[src/rtl/bus_bridge_uart_req_framer.sv]
// Remote-side request framer for the bus-bridge UART link.
// Takes one request, sends it as a 4-byte frame through a byte-level UART
// transmitter, then collects the 2-byte response and hands it back.
// A response timeout produces an error response when the link goes quiet.
module bus_bridge_uart_req_framer #(
    parameter logic [31:0] RESP_TIMEOUT = 32'd5_000_000
) (
    input  logic        clk,
    input  logic        rst_n,
    input  logic        req_valid,
    output logic        req_ready,
    input  logic [15:0] req_addr,
    input  logic [7:0]  req_wdata,
    input  logic        req_is_write,
    output logic        resp_valid,
    input  logic        resp_ready,
    output logic [7:0]  resp_rdata,
    output logic        resp_is_write,
    output logic        resp_err,
    output logic [7:0]  uart_data_in,
    output logic        uart_wr_en,
    input  logic        uart_tx_busy,
    input  logic        uart_ready,
    output logic        uart_ready_clr,
    input  logic [7:0]  uart_data_out,
    output logic        busy
);

    typedef enum logic [2:0] {
        IDLE,
        SEND,
        WAIT_TX,
        WAIT_R0,
        WAIT_R1,
        RESP
    } state_t;

    state_t      state;
    logic [1:0]  byte_idx;
    logic [15:0] cap_addr;
    logic [7:0]  cap_wdata;
    logic        cap_is_write;
    logic [31:0] timeout_cnt;
    logic        tx_busy_d;
    logic        ready_q;

    logic        tx_done;
    logic        rx_pulse;
    logic        timeout_hit;
    logic [7:0]  tx_byte;

    // The transmitter finishing a byte shows up as busy falling; a new RX byte
    // shows up as the ready level rising.
    assign tx_done  = tx_busy_d && !uart_tx_busy;
    assign rx_pulse = uart_ready && !ready_q;

    assign req_ready = (state == IDLE);
    assign busy      = (state != IDLE);

    // A zero timeout value means wait forever for the response.
    assign timeout_hit = (RESP_TIMEOUT != 32'd0) &&
                         (timeout_cnt == (RESP_TIMEOUT - 32'd1));

    // Pick the frame byte for the current index: address low, address high,
    // write data, then the read/write flag.
    always_comb begin
        tx_byte = cap_addr[7:0];
        case (byte_idx)
            2'd0:    tx_byte = cap_addr[7:0];
            2'd1:    tx_byte = cap_addr[15:8];
            2'd2:    tx_byte = cap_wdata;
            default: tx_byte = {7'b0, cap_is_write};
        endcase
    end

    // Delayed copies of the UART status lines for edge detection.
    always_ff @(posedge clk or negedge rst_n) begin
        if (!rst_n) begin
            tx_busy_d <= 1'b0;
            ready_q   <= 1'b0;
        end else begin
            tx_busy_d <= uart_tx_busy;
            ready_q   <= uart_ready;
        end
    end

    // Frame sequencer: send four bytes, collect two, present the response.
    always_ff @(posedge clk or negedge rst_n) begin
        if (!rst_n) begin
            state          <= IDLE;
            byte_idx       <= 2'd0;
            cap_addr       <= 16'd0;
            cap_wdata      <= 8'd0;
            cap_is_write   <= 1'b0;
            timeout_cnt    <= 32'd0;
            uart_data_in   <= 8'd0;
            uart_wr_en     <= 1'b0;
            uart_ready_clr <= 1'b0;
            resp_valid     <= 1'b0;
            resp_rdata     <= 8'd0;
            resp_is_write  <= 1'b0;
            resp_err       <= 1'b0;
        end else begin
            uart_wr_en     <= 1'b0;
            // Every new RX byte is acknowledged, including stale ones that
            // arrive outside the response window and are simply dropped.
            uart_ready_clr <= rx_pulse;

            case (state)
                IDLE: begin
                    if (req_valid) begin
                        cap_addr     <= req_addr;
                        cap_wdata    <= req_wdata;
                        cap_is_write <= req_is_write;
                        byte_idx     <= 2'd0;
                        state        <= SEND;
                    end
                end

                SEND: begin
                    if (!uart_tx_busy) begin
                        uart_data_in <= tx_byte;
                        uart_wr_en   <= 1'b1;
                        state        <= WAIT_TX;
                    end
                end

                WAIT_TX: begin
                    if (tx_done) begin
                        if (byte_idx != 2'd3) begin
                            byte_idx <= byte_idx + 2'd1;
                            state    <= SEND;
                        end else begin
                            timeout_cnt <= 32'd0;
                            state       <= WAIT_R0;
                        end
                    end
                end

                WAIT_R0: begin
                    if (rx_pulse) begin
                        resp_rdata  <= uart_data_out;
                        timeout_cnt <= 32'd0;
                        state       <= WAIT_R1;
                    end else if (timeout_hit) begin
                        resp_rdata    <= 8'd0;
                        resp_is_write <= cap_is_write;
                        resp_err      <= 1'b1;
                        resp_valid    <= 1'b1;
                        state         <= RESP;
                    end else if (timeout_cnt != 32'hFFFF_FFFF) begin
                        timeout_cnt <= timeout_cnt + 32'd1;
                    end
                end

                WAIT_R1: begin
                    if (rx_pulse) begin
                        resp_is_write <= uart_data_out[0];
                        resp_err      <= (uart_data_out[0] != cap_is_write);
                        resp_valid    <= 1'b1;
                        state         <= RESP;
                    end else if (timeout_hit) begin
                        resp_rdata    <= 8'd0;
                        resp_is_write <= cap_is_write;
                        resp_err      <= 1'b1;
                        resp_valid    <= 1'b1;
                        state         <= RESP;
                    end else if (timeout_cnt != 32'hFFFF_FFFF) begin
                        timeout_cnt <= timeout_cnt + 32'd1;
                    end
                end

                RESP: begin
                    if (resp_ready) begin
                        resp_valid <= 1'b0;
                        state      <= IDLE;
                    end
                end

                default: state <= IDLE;
            endcase
        end
    end

endmodule

[config.mk]
export PLATFORM = sky130hd
export DESIGN_NAME = bus_bridge_uart_req_framer
export DESIGN_NICKNAME = d
export VERILOG_FILES = /design/src/rtl/bus_bridge_uart_req_framer.sv
export SDC_FILE = /design/constraint.sdc
export NUM_CORES = 1
export LEC_CHECK = 0
export BUFFER_PORTS_ARGS = -buffer_cell sky130_fd_sc_hd__buf_2
export CAP_MARGIN = 15
export CORE_MARGIN = 5
export CORE_UTILIZATION = 35
export CTS_BUF_LIST = sky130_fd_sc_hd__clkbuf_8
export CTS_CLUSTER_SIZE = 20
export DETAILED_ROUTE_END_ITERATION = 6
export PLACE_DENSITY = 0.6
export SETUP_SLACK_MARGIN = 0.05
export SYNTH_ARGS = -nofsm -noshare
export SYNTH_HDL_FRONTEND = slang
export SYNTH_SLANG_ARGS = --single-unit
[constraint.sdc]
create_clock -name clk -period 2.1 [get_ports clk]
set_input_delay 0.63 -clock clk [delete_from_list [all_inputs] [get_ports clk]]
set_output_delay 0.63 -clock clk [all_outputs]
set_load 0.03 [all_outputs]
==> out/metrics.cfg <==
[global_route]
grt_overflow=0
grt_pass1_vias=3877
track_usage_pct=16.5
antenna_found_initial=0
grt_pass1_wl_mm=18.7
grt_max_degree=40

[routing]
drc=0
wirelength_mm=11.7
vias_per_cell=5.31
drtIter0Drc=201
ant_nets=0
firstDrtPassIters=5
num_vias=3797
wl_per_cell_um=16.3

[floorplanning]
die_width_um=119
start_util_pct=36.2
die_area_sq_um=14200
io_pins=62
core_sq_um=11500
fp-row-count=39
die_h_um=119

[timing]
fin_crit_sh_pct=105
finalCriticalPeriod_ns=2.19
timing.final.ws_setup_ns=-0.0946
setup_violations=13
clock_skew_ns=0.0133
hold_violations=0
max_freq_mhz=456
report.final.slew_viol_count=0
max_slew.worst_pin.slew_ns=0.453
grt_setup_unrepaired=true
relSlewSlack_pct=69.8
setup_tns_ns=-0.819

[place]
gp_congestion=0.908
portBuffers=61
place_hpwl_mm=8.09
place_ws_ns=-0.274

[setup_path]
critical-path-top-delay-family=simple AND/OR/NAND/NOR gates
critPathLaunchType=register
crit_chain=ha_4 > nand2_4 > nor4_4 > or4b_4 > buf_6 > nand4b_1 > buf_6 > or3_1 > a21oi_1
r2r_cells=9
cp-end-kind=register
path_class=reg2reg
crit_top_cell=buf_6
crit_required_ns=2.37
critPathSlowestCell=or4b_4
r2r_start=timeout_cnt[1]$_DFFE_PN0P_
worstReg2RegEnd=timeout_cnt[27]$_DFFE_PN0P_
crit_start=timeout_cnt[1]$_DFFE_PN0P_
critPathBufInv=2
r2r_slack_ns=-0.09
cpPeakStageDelay_ns=0.54
cp_max_fo=7
crit_arrival_ns=2.47

[synth]
yosysWarnings=0
ys_async_sr_fraction_pct=100
yosysSeqAreaShare_pct=51.1
synthAdderAreaFrac_pct=1.50
ys.flop_type=dfrtp_1
ys_types=54
ys_top_cells_by_count=dfrtp_1, nand2_1, nor2_1, mux2_2, o21ai_0
synth-compound-area-share_pct=14.0
yosys-top-cells-area=dfrtp_1, mux2_2, nand2_1
synthCells=404
yosys.area_share.simple_pct=20.0
yosys.area_share.xor_xnor_pct=2.94
synth.most_common_cell=dfrtp_1
synth_top_family_by_area=simple AND/OR/NAND/NOR gates
yosys.area.top_type=dfrtp_1
synthMuxAreaShare_pct=7.27
synthesis.area_sq_um=4160
synth_edf_count=0
synth_seq_cells=85
yosys.area.top_type_share_pct=51.1
syn_avg_cell_area_sq_um=10.3
synth.net_count=448

[clocking]
cts.path.max_buffers=2
cts_root_buffer=clkbuf_8
cts_inserted_buffers=9
ctsHoldBuffers=0
clk-insertion-delay-late_ns=0.38
cts_tree=done
clock_sinks=85
h-tree-depth=3
clkTransAtPathRegs_ns=0.09

[cells_and_area]
area_growth_pct=43.9
fillCellCount=1027
nNetsFinal=611
diodes=0
register_area_sq_um=2130
drive_above_1_share_pct=46.0
multi_input_area_sq_um=2180

[job]
drv_cap=0

[power]
power.leakage_uw=0.00275
ir_worst_vdd_v=0.000803
pwr_density_cell_nw_per_um2=1080

[outcome]
violations=setup timing
status=finished with violations

[worst_hold_path]
hold_path_class=in2async

what timing repair did:
item / CTS / global route
setup buffers: 12 / 11
endpoints found under the setup margin: 39 / 43
resized for setup: 28 / 54
gates cloned: 1 / 1
pin swaps: 19 / 40
state kept, by name, indices dropped and copies added (netlist names), 2 cells and up:
signal,flops
byte_idx,2
state,3
timeout_cnt,32
cap_addr,16
cap_wdata,8
resp_rdata,8
uart_data_in,8
layer usage:
metal / up-vias / GRT usage [%] / share of wire [%] / routed length (um)
li1: 1829 / - / - / -
met1: 1851 / 20.7 / 44 / 5080
met2: 102 / 26.5 / 49 / 5710
met3: 15 / 5.88 / 6.1 / 716
met4: 0 / 5.50 / 1.3 / 146
met5: - / 0 / 0 / 0
cells in the final DEF, fill, tap and decap left out, drive strengths merged, types with 9 or more instances in the layout:
| cell | synthesis | layout |
|---|---|---|
| nor3 | 12 | 12 |
| nand4 | 15 | 15 |
| o21ai | 23 | 23 |
| a22o | 9 | 9 |
| dfrtp | 85 | 85 |
| nor2 | 29 | 29 |
| buf | 4 | 171 |
| inv | 14 | 18 |
| a21oi | 16 | 16 |
| or3 | 12 | 12 |
| nand2 | 34 | 34 |
| nand3 | 16 | 16 |
| clkbuf | 15 | 9 |
| mux2 | 26 | 26 |
where the power goes:
group	switching [uW]	total [uW]	internal, uW
clock network	636	1320	680
registers	305	2440	2130
logic	1490	2740	1250
total	2430	6490	4060
worst max path at each step:
stage                                       end  slack, ns  cells after the start
finish              timeout_cnt[27]$_DFFE_PN0P_      -0.09                      9
global route        timeout_cnt[25]$_DFFE_PN0P_      -0.19                      9
CTS                 timeout_cnt[25]$_DFFE_PN0P_      -0.08                      8
detailed placement  timeout_cnt[17]$_DFFE_PN0P_      -0.27                      8
global placement    timeout_cnt[17]$_DFFE_PN0P_      -0.30                      8
floorplan           timeout_cnt[19]$_DFFE_PN0P_      -0.08                      8
area by class of cell:
cell class              count  area share [%]
multi-input cells         286            36.5
flip-flops and latches     85            35.5
repair buffers            171            20.4
well taps                 143            2.99
clock buffers               9            2.07
clock inverters             7            1.63
inverters                  14           0.877
kinds of logic after synthesis:
kind of cell | count (synthesis)
mux | 27
xor+xnor | 14
simple gates | 155
fa+ha+maj | 5
compound gates | 85
buf+inv | 33
flops | 85
stage by stage:
| stage | util [%] | cell area [sq um] | hold slack [ns] | total power, uW | instances |
|---|---|---|---|---|---|
| 2_1_floorplan | - | 4210 | 0.334 | 4000 | 404 |
| 3_3_place_gp | 45.8 | 5270 | 0.465 | 4870 | 675 |
| 3_5_place_dp | 45.8 | 5270 | 0.474 | 4950 | 675 |
| 4_1_cts | 49.5 | 5700 | 0.185 | 6320 | 704 |
| 5_1_grt | 52.0 | 5990 | 0.198 | 6900 | 715 |
| 6_report | 52.0 | 5990 | 0.190 | 6490 | 715 |
Note: power is estimated with default switching activity, not from simulation.
